===== src/rtl/sw_debounce.sv =====
// sw_debounce: two-flop synchronizer plus per-bit stability counter for the
// board slide switches. Also emits a one-cycle change strobe and a per-nibble
// BCD-legal flag registered alongside the debounced value.
module sw_debounce #(
  parameter int N       = 16,
  parameter int CNT_MAX = 1000000
) (
  input  logic           clk,
  input  logic           clr,
  input  logic [N-1:0]   sw_in,
  output logic [N-1:0]   sw_out,
  output logic           changed,
  output logic [N/4-1:0] bcd_ok
);

  localparam int            CW   = $clog2(CNT_MAX);
  localparam logic [CW-1:0] TERM = CW'(CNT_MAX - 1);

  logic [N-1:0]   sw_nxt;
  logic [N-1:0]   flip;
  logic [N/4-1:0] bcd_nxt;

  for (genvar b = 0; b < N; b++) begin : g_bit
    logic          s1, s2;
    logic [CW-1:0] cnt;
    logic          mis, term;

    assign mis       = s2 ^ sw_out[b];
    assign term      = (cnt == TERM);
    assign flip[b]   = mis & term;
    assign sw_nxt[b] = sw_out[b] ^ flip[b];

    // Sync chain and stability count; any match (even one cycle) restarts the count
    always_ff @(posedge clk or posedge clr) begin
      if (clr) begin
        s1  <= 1'b0;
        s2  <= 1'b0;
        cnt <= '0;
      end else begin
        s1 <= sw_in[b];
        s2 <= s1;
        if (!mis || term) cnt <= '0;
        else              cnt <= cnt + CW'(1);
      end
    end
  end

  // BCD legality is derived from the next-state value so it lands with sw_out
  always_comb begin
    bcd_nxt = '1;
    for (int i = 0; i < N/4; i++)
      bcd_nxt[i] = (sw_nxt[4*i +: 4] <= 4'd9);
  end

  // Debounced outputs, change strobe and BCD flags all update on the same edge
  always_ff @(posedge clk or posedge clr) begin
    if (clr) begin
      sw_out  <= '0;
      changed <= 1'b0;
      bcd_ok  <= '1;
    end else begin
      sw_out  <= sw_nxt;
      changed <= |flip;
      bcd_ok  <= bcd_nxt;
    end
  end

endmodule


===== config.mk =====
export PLATFORM = sky130hd
export DESIGN_NAME = sw_debounce
export DESIGN_NICKNAME = d
export VERILOG_FILES = /design/src/rtl/sw_debounce.sv
export SDC_FILE = /design/constraint.sdc
export NUM_CORES = 1
export LEC_CHECK = 0
export ABC_AREA = 1
export CAP_MARGIN = 20
export CELL_PAD_IN_SITES_DETAIL_PLACEMENT = 1
export CELL_PAD_IN_SITES_GLOBAL_PLACEMENT = 1
export CORE_MARGIN = 2
export CORE_UTILIZATION = 40
export DETAILED_ROUTE_END_ITERATION = 8
export PLACE_DENSITY = 0.83
export SLEW_MARGIN = 30
export SYNTH_ARGS = -nofsm -noshare
export SYNTH_HDL_FRONTEND = slang
export SYNTH_SLANG_ARGS = --single-unit
export TNS_END_PERCENT = 50

===== constraint.sdc =====
create_clock -name clk -period 12 [get_ports clk]
set_input_delay 2.4 -clock clk [delete_from_list [all_inputs] [get_ports clk]]
set_output_delay 2.4 -clock clk [all_outputs]
set_load 0.01 [all_outputs]

-- Yosys cells after proc, flatten, opt, wreduce, memory -nomap -nowiden
Index checks and enable logic that the tools add are counted.
- add/sub/neg operators: 16
- magnitude comparators: 4
- equality and inequality tests: 16
- mux-type cells: 16
- bitwise logic cells: 48
- reduce and logical (&&, ||, !) cells: 33
- operators with widths (cell ; count):
    $add 20x1->20 const B ; 16
    $eq 20x20->1 const B ; 16
    $mux 20 ; 16
    $xor 1x1->1 ; 32
    $and 1x1->1 ; 16
    $le 4x4->1 const B ; 4
    $logic_not 1->1 ; 16
    $logic_or 1x1->1 ; 16
    $reduce_or 16->1 ; 1
- flip-flop bits (word level): 373
- input bits: 18
- output and inout bits: 21
- word-level logic and storage cells: 184

-- Depth between registers and ports, before layout
Gate-level depths: netlist of the first run.
- depth after elaboration: 4
- mapped depth: 11
- depth with buffers taken out: 11

-- Worst setup path before layout of the first run
Ideal clock, no wire load.
- path type: register -> output
- from: register bcd_ok[0]
- to: output port bcd_ok[0]
- data arrival time: 520 ps
- required time: 9600 ps
- slack: 9080 ps
- stages on the path, launching flop included: 1
- path buffers: 0
- path through: dfstp_2
- RTL lines (what ; RTL line ; source):
    start, declared ; 13 ; output logic [N/4-1:0] bcd_ok
    start signal, assigned ; 64 ; bcd_ok <= bcd_nxt;
No word-level cell between the ends.

-- Worst setup path in the final report of the first run
- from: register bcd_ok[2]
- to: output port bcd_ok[2]
No word-level cell between the ends.

==> impl_metrics.toml, run 1 <==
[layout]
nNetsFinal = 2507
antennaDiodeCount = 0
drive_gt1_frac = 0.07745
fin_cells = 3112
area_delta_synth_final_pct = 13.33
multiInputGateArea_sq_mm = 0.008464
fillerInstances = 5711
stdcell_area_sq_mm = 0.02159
utilization = 0.4617
regArea_sq_mm = 0.009339

[timing]
setup_violations = 0
final_max_slew_viol_count = 0
min_period_ns = 4.014
fmax_mhz = 249.1
rsz0062_at_grt = "false"
hold_viol = 0
tightest_slew_ns = 0.8651
tns_ns = 0
finalCritPeriodShare = 0.3345
maxSlewHeadroom = 0.4233
skew_ns = 0.01840

[critical_path]
cp.arrival_ns = 1.61
endpoint_kind = "output pin"
r2r-start = "g_bit[1].cnt[0]"
start_kind = "flop"
crit_required_ns = 9.60
path_class = "reg -> out"
critPathMaxFanout = 1
cp-startpoint = "bcd_ok[2]"
cpPeakStageDelay_ns = 0.53
cp_slowest_cell = "clkdlybuf4s50_1"
path_buf_inv = 1
cp_cell_sequence = "clkdlybuf4s50_1"
critical-path-top-delay-family = "buffers and inverters"

[die]
die_y_microns = 222.2
start_util = 0.4074
core_region_area_sq_mm = 0.04675
ios = 39
die_w_microns = 222.2
dieArea_sq_mm = 0.04939
rows = 79

[min_path]
hp-start = "g_bit[14].s1"
hold_path.class = "reg -> reg"

[clock_network]
cts_setup_buffers = 0
clockBufferDepth = 3
cts_max_level = 2
clock_sinks = 373
clk_pin_slew_ns = 0.06
post_cts_resized = 0
cts_tree = "built"
hold_buffers = 0
insertion_delay_ns = 0.57
cts_root_buf = "clkbuf_16"
cts_made_buffers = 44

[synthesis]
synth.distinct_cells = 39
ys_warn_count = 0
ys_ff_latch = 373
syn_nets = 2435
ys_seq_area_frac = 0.4902
syn_area_sq_mm = 0.01905
synth-main-ff-cell = "dfrtp_1"
synth_edf_count = 0
async_reset_ff_frac = 1.000
synth_area_per_cell_sq_um = 7.934
syn_inst = 2401

[route]
firstDrtPassIters = 4
vias = 15950
drt_iter0_markers = 686
final_antenna_net_count = 0
vias_per_cell = 5.126
drt-total-wl_microns = 47840
drc = 0
wl_per_cell_microns = 15.37

[run_status]
status = "completed"

[pwr]
power_mw = 2.712
ir_worst_vdd_uv = 81.31
powerDensity_mw_per_mm2 = 125.6
leakagePower_nw = 9.468

[placement]
placedCellCount = 3033
placed_cell_area_sq_mm = 0.02011
gp_congestion = 0.8624
dp_hpwl_microns = 33480
io_buffers = 38

[global_route]
grt_overflow = 0
grt_util_all_layers = 0.1966
grt_max_degree = 185
grt_pass1_wl_microns = 81880
grt_pass1_vias = 17140
antenna_found_initial = 0

[run]
cap_violations = 0
[worst paths after layout]
path | end | slack [ns] | cells after the start
setup / recovery | bcd_ok[2] | 7.99 | 1
hold / removal | g_bit[14].s2 | 0.34 | 0
setup reg to reg | g_bit[1].cnt[8] | 9.59 | 8
hold reg to reg | g_bit[14].s2 | 0.34 | 0
max in group asynchronous | g_bit[7].cnt[11] | 8.20 | 5
min in group asynchronous | g_bit[8].s1 | 2.37 | 3
[power breakdown]
| part | total (mW) | switching [mW] | internal [mW] |
|---|---|---|---|
| Combinational | 0.0862 | 0.0631 | 0.0231 |
| Sequential | 1.29 | 0.0149 | 1.28 |
| Clock | 1.33 | 0.540 | 0.795 |
| Total | 2.71 | 0.618 | 2.09 |
[layout make-up]
type | count | share of cell area
clock buffers | 69 | 0.06277
clock inverters | 9 | 0.004173
inverters | 299 | 0.05216
multi-input cells | 1712 | 0.3921
flip-flops and latches | 373 | 0.4326
well taps | 607 | 0.03518
repair buffers | 43 | 0.02104
[synthesized netlist by cell type (8+ instances only)]
cell type	instances	area share
nor2_1	508	0.10
nand2_1	452	0.089
dfrtp_1	369	0.48
inv_1	287	0.057
nand3_1	135	0.035
nor3_1	119	0.031
xor2_1	82	0.038
a21oi_1	77	0.020
o21ai_0	66	0.017
nand4_1	54	0.018
nor2_2	29	0.0095
nand2_2	26	0.0085
nor3b_1	22	0.0087
nand3_2	18	0.0095
ha_1	16	0.011
nor3_2	15	0.0079
xnor2_1	15	0.0069
a211oi_1	14	0.0055
nor2_4	13	0.0077
o21a_1	13	0.0051
nor4_1	9	0.0030
buf_4	8	0.0032
inv_2	8	0.0016
[layout by cell type (no fill, tap or decap), types with 4 or more instances in the layout]
cell / n
nor2_1: 508
nand2_1: 452
dfrtp_1: 369
inv_1: 286
nand3_1: 135
nor3_1: 119
xor2_1: 82
a21oi_1: 77
o21ai_0: 66
nand4_1: 54
clkbuf_16: 44
clkdlybuf4s50_1: 38
nor2_2: 29
nand2_2: 26
nor3b_1: 22
nand3_2: 18
ha_1: 16
clkbuf_8: 16
nor3_2: 15
xnor2_1: 15
a211oi_1: 14
nor2_4: 13
o21a_1: 13
nor4_1: 9
clkbuf_1: 9
inv_2: 8
a31oi_1: 5
and3_1: 4
o211a_1: 4
nand3b_1: 4
clkinv_1: 4
dfstp_2: 4
clkinv_2: 4
[per-layer routing]
metal | track usage | wire (microns) | up-vias
met4 | 0.05907 | 988 | 0
li1 | - | - | 7812
met2 | 0.3533 | 24310 | 134
met5 | 0 | 0 | -
met1 | 0.2441 | 21350 | 7951
met3 | 0.02803 | 1193 | 56
[flip-flops by register name, indices dropped and copies added, names as in the netlist]
name and cells:
g_bit.s2 16, changed 1, bcd_ok 4, g_bit.cnt 320
g_bit.s1 16, sw_out 16
[logic make-up (layout without fill, tap and decap cells)]
group,Yosys count,count (layout),share of synthesized area
flip-flops,373,373,0.4902
AO/OA/AOI/OAI,184,184,0.05399
XOR/XNOR,97,97,0.04460
AND/OR/NAND/NOR,1415,1415,0.3352
buffers and inverters,316,420,0.06542
adder cells (fa/ha/maj),16,16,0.01051
[metrics by stage]
stage               setup slack [ns]  hold slack, ns
floorplan                      4.595          0.3312
global placement               7.348          0.3332
detailed placement             7.292          0.3356
CTS                            7.912          0.3298
global route                   7.903          0.3437
finish                         7.986          0.3376
No activity file was read; power rests on OpenSTA's default activity.
==> run 2, diff against run 1 <==
--- a/config.mk
+++ b/config.mk
@@ -12,7 +12,7 @@
 export CORE_MARGIN = 2
 export CORE_UTILIZATION = 40
 export DETAILED_ROUTE_END_ITERATION = 8
-export PLACE_DENSITY = 0.83
+export PLACE_DENSITY = 0.8
 export SLEW_MARGIN = 30
 export SYNTH_ARGS = -nofsm -noshare
 export SYNTH_HDL_FRONTEND = slang
==> constraint.sdc (replaced) <==
create_clock -name clk -period 4.05 [get_ports clk]
set_input_delay 0.81 -clock clk [delete_from_list [all_inputs] [get_ports clk]]
set_output_delay 0.81 -clock clk [all_outputs]
set_load 0.01 [all_outputs]
==> impl_metrics.toml, run 2 (synthesized netlist as in run 1, its figures left out) <==
[placement]
io_buffers = 38
dp_hpwl_microns = 34040
gp_congestion = 0.8521
placedCellCount = 3037
dp_slack_ns = 1.662

[critical_path]
critPathMaxFanout = 1
start_kind = "flop"
endpoint_kind = "output pin"
crit_required_ns = 3.24
cp_slowest_cell = "dfstp_2"
cpPeakStageDelay_ns = 0.55
critical-path-top-delay-family = "flip-flops"
reg2reg_slack_ns = 1.80
cp_cell_sequence = "clkdlybuf4s50_1"
path_buf_inv = 1
cp.arrival_ns = 1.68
path_class = "reg -> out"
r2r_end = "g_bit[14].cnt[2]"
r2r-start = "g_bit[14].cnt[0]"
reg2regPathDepth = 8

[route]
drt_iter0_markers = 770
wl_per_cell_microns = 15.30
drc = 0
vias_per_cell = 5.122
vias = 15980
firstDrtPassIters = 5
final_antenna_net_count = 0
drt-total-wl_microns = 47750

[clock_network]
clockBufferDepth = 3
clk_pin_slew_ns = 0.06
cts_setup_buffers = 0
insertion_delay_ns = 0.58
cts_made_buffers = 44
cts_root_buf = "clkbuf_16"
hold_buffers = 0
cts_max_level = 2
cts_tree = "built"
clock_sinks = 373
post_cts_resized = 0

[min_path]
hp-start = "g_bit[8].s1"
min_path_cells = 0
min_to = "g_bit[8].s2"
hold_path.class = "reg -> reg"

[global_route]
grt_pass1_vias = 17200
antenna_found_initial = 0
grt_max_degree = 76
grt_util_all_layers = 0.1982
grt_pass1_wl_microns = 82630
grt_overflow = 0

[run_status]
status = "completed"

[die]
die_w_microns = 222.2
ios = 39
dieArea_sq_mm = 0.04939
core_region_area_sq_mm = 0.04675
start_util = 0.4074
die_y_microns = 222.2
rows = 79

[layout]
multiInputGateArea_sq_mm = 0.008464
nNetsFinal = 2511
fillerInstances = 5734
fin_cells = 3120
layout_common_cells = "508 x nor2_1, 452 x nand2_1, 369 x dfrtp_1"
drive_gt1_frac = 0.07879
regArea_sq_mm = 0.009339
largest_reg_flops = 320
largest-register = "g_bit.cnt"
antennaDiodeCount = 0
final_common_cell = "nor2_1"
area_delta_synth_final_pct = 13.88

[timing]
fmax_mhz = 402.4
setup_slack_ns = 1.565
maxSlewHeadroom = 0.5135
hold_viol = 0
hold_slack_ns = 0.3498
skew_ns = 0.01868
rsz0062_at_grt = "false"
tightest_slew_ns = 0.7280
min_period_ns = 2.485
finalCritPeriodShare = 0.6136
final_max_slew_viol_count = 0
setup_violations = 0

[run]
cap_violations = 0

[pwr]
ir_worst_vdd_uv = 260.6
powerDensity_mw_per_mm2 = 374.7
leakagePower_nw = 9.521
run 2: cell count changes in the layout (fill, tap and decap cells not counted):
cell        previous run  this run
clkinv_2               4        10
clkbuf_8              16         7
inv_16                 0         1
buf_16                 1         0
buf_6                  1         0
bufinv_16              1         4
clkbuf_1               9        13
buf_12                 1         7
clkinvlp_4             3         2
run 2: power by group:
| group | total, mW | switching, mW | internal (mW) |
|---|---|---|---|
| sequential | 3.83 | 0.0430 | 3.78 |
| combinational | 0.266 | 0.189 | 0.0772 |
| clock | 4.04 | 1.63 | 2.41 |
run 2: layer usage:
layer / vias up / track usage / part of all wire
li1: 7836 / - / -
met4: 0 / 0.04512 / 0.017
met2: 135 / 0.3492 / 0.50
met1: 7947 / 0.2567 / 0.46
met3: 63 / 0.03055 / 0.026
met5: - / 0 / 0
run 2: per-stage QoR:
| stage | utilization | cell area (sq um) | power [mW] | setup TNS [ns] |
|---|---|---|---|---|
| 2_1_floorplan | - | 19050 | 4.064 | -652.81 |
| 3_3_place_gp | 0.4321 | 20200 | 4.142 | 0 |
| 3_5_place_dp | 0.4321 | 20200 | 4.164 | 0 |
| 4_1_cts | 0.4636 | 21670 | 8.248 | 0 |
| 5_1_grt | 0.4640 | 21690 | 8.437 | 0 |
| 6_report | 0.4640 | 21690 | 8.128 | 0 |
run 2: how the worst max path moves through the flow:
| stage | from | to | slack, ns | cells after the start |
|---|---|---|---|---|
| after floorplan | clr | changed | -1.76 | 1 |
| after global placement | clr | g_bit[0].cnt[9] | 1.69 | 3 |
| final | bcd_ok[0] | bcd_ok[0] | 1.56 | 1 |
| after detailed placement | clr | g_bit[0].s2 | 1.66 | 3 |
| after CTS | bcd_ok[0] | bcd_ok[0] | 1.52 | 1 |
| after global routing | bcd_ok[0] | bcd_ok[0] | 1.52 | 1 |
run 2: cell type report:
type                    instances  area share
clock buffers                  64     0.05745
clock inverters                18     0.01027
inverters                     299     0.05191
repair buffers                 47     0.02469
well taps                     607     0.03501
flip-flops and latches        373      0.4305
multi-input cells            1712      0.3902
==> run 3, diff against run 2 <==
==> constraint.sdc (replaced) <==
create_clock -name clk -period 2.31 [get_ports clk]
set_input_delay 0.462 -clock clk [delete_from_list [all_inputs] [get_ports clk]]
set_output_delay 0.462 -clock clk [all_outputs]
set_load 0.01 [all_outputs]
==> impl_metrics.toml, run 3 (synthesized netlist as in run 1, its figures left out) <==
[run_status]
status = "completed"

[layout]
multiInputGateArea_sq_mm = 0.008464
regArea_sq_mm = 0.009339
drive_gt1_frac = 0.08178
fillerInstances = 5643
antennaDiodeCount = 0
largest_reg_flops = 320
layout_common_cells = "508 x nor2_1, 452 x nand2_1, 369 x dfrtp_1"
largest-register = "g_bit.cnt"
final_common_cell = "nor2_1"
area_delta_synth_final_pct = 14.12
nNetsFinal = 2521
utilization = 0.4650

[global_route]
grt_util_all_layers = 0.1986
grt_overflow = 0
grt_pass1_vias = 17160
grt_max_degree = 79
antenna_found_initial = 0
grt_pass1_wl_microns = 82850

[pwr]
p_int_mw = 11.01
leakagePower_nw = 9.555
power_mw = 14.18
p_seq_frac = 0.473
swShare = 0.2239
ir_worst_vdd_uv = 432.9
p_clk_frac = 0.493
pwr-share-comb = 0.034
powerDensity_mw_per_mm2 = 652.3
p_switching_mw = 3.176

[placement]
gp_congestion = 0.8662
io_buffers = 38
dp_slack_ns = 0.2391
dp_hpwl_microns = 34300

[clock_network]
clockBufferDepth = 3
clock_sinks = 373
cts_root_buf = "clkbuf_16"
cts_setup_buffers = 0
cts_max_level = 2
hold_buffers = 0
clk_pin_slew_ns = 0.06
post_cts_resized = 0
cts_tree = "built"
insertion_delay_ns = 0.57
cts_made_buffers = 44

[critical_path]
cp_slowest_cell = "clkdlybuf4s50_1"
path_class = "reg -> out"
path_buf_inv = 1
cpPeakStageDelay_ns = 0.60
cp_cell_sequence = "clkdlybuf4s50_1"
cp.arrival_ns = 1.68
start_kind = "flop"
endpoint_kind = "output pin"
critical-path-top-delay-family = "buffers and inverters"
reg2reg_slack_ns = 0.19
critPathMaxFanout = 1
crit_required_ns = 1.85

[timing]
final_max_slew_viol_count = 0
hold_viol = 0
fmax_mhz = 466.3
rsz0062_at_grt = "false"
setup_slack_ns = 0.1654
finalCritPeriodShare = 0.9284
setup_violations = 0
skew_ns = 0.01374
maxSlewHeadroom = 0.6642
tightest_slew_ns = 0.5027
min_period_ns = 2.145

[route]
drt_iter0_markers = 733
vias = 15930
firstDrtPassIters = 4
drc = 0
wl_per_cell_microns = 15.20
vias_per_cell = 5.096
final_antenna_net_count = 0
drt-total-wl_microns = 47520

[run]
cap_violations = 0

[die]
ios = 39
rows = 79
start_util = 0.4074
dieArea_sq_mm = 0.04939
die_w_microns = 222.2
core_region_area_sq_mm = 0.04675
die_y_microns = 222.2

[min_path]
hold_path.class = "in -> async"
[run 3: power by group through the flow]
stage | Sequential (mW) | Combinational [mW] | Clock (mW)
global placement | 6.81 | 0.465 | 0
detailed placement | 6.82 | 0.492 | 0
global route | 6.72 | 0.552 | 7.47
CTS | 6.71 | 0.498 | 7.21
floorplan | 6.81 | 0.318 | 0
finish | 6.71 | 0.477 | 7.00
[run 3: layout make-up]
type,instances,share of cell area
tap,607,0.03494
timing repair buffer,57,0.02751
clock inverter,8,0.004259
multi-input combinational,1712,0.3894
clock buffer,70,0.06256
inverter,299,0.05180
sequential,373,0.4296
[run 3: stage by stage]
step                      area (sq um)  std cells  hold slack [ns]  setup TNS (ns)
final                            21740       3126           0.2891               0
after global routing             21740       3126           0.2719               0
after CTS                        21740       3126           0.2582               0
after detailed placement         20290       3048           0.3371               0
after global placement           20290       3048           0.3319               0
after floorplan                  19050       2401           0.3312        -1172.03
[run 3: worst paths after layout]
kind                                  startpoint          endpoint  cells after the start
worst max-delay path                   bcd_ok[3]         bcd_ok[3]                      1
worst min-delay path                         clr  g_bit[8].cnt[17]                      2
worst max register to register  g_bit[14].cnt[0]  g_bit[14].cnt[7]                      9
worst min register to register      g_bit[10].s1      g_bit[10].s2                      0
max in group asynchronous                    clr         bcd_ok[3]                      3
min in group clk                        sw_in[3]       g_bit[3].s1                      1
[run 3: metal layers]
layer  share of wire  vias to the layer above  GRT usage  wire (microns)
li1                -                     7825          -               -
met1            0.46                     7911     0.2519           21680
met2            0.50                      127     0.3516           23580
met3           0.028                       67    0.03213            1309
met4           0.020                        0    0.05144             949
met5               0                        -          0               0
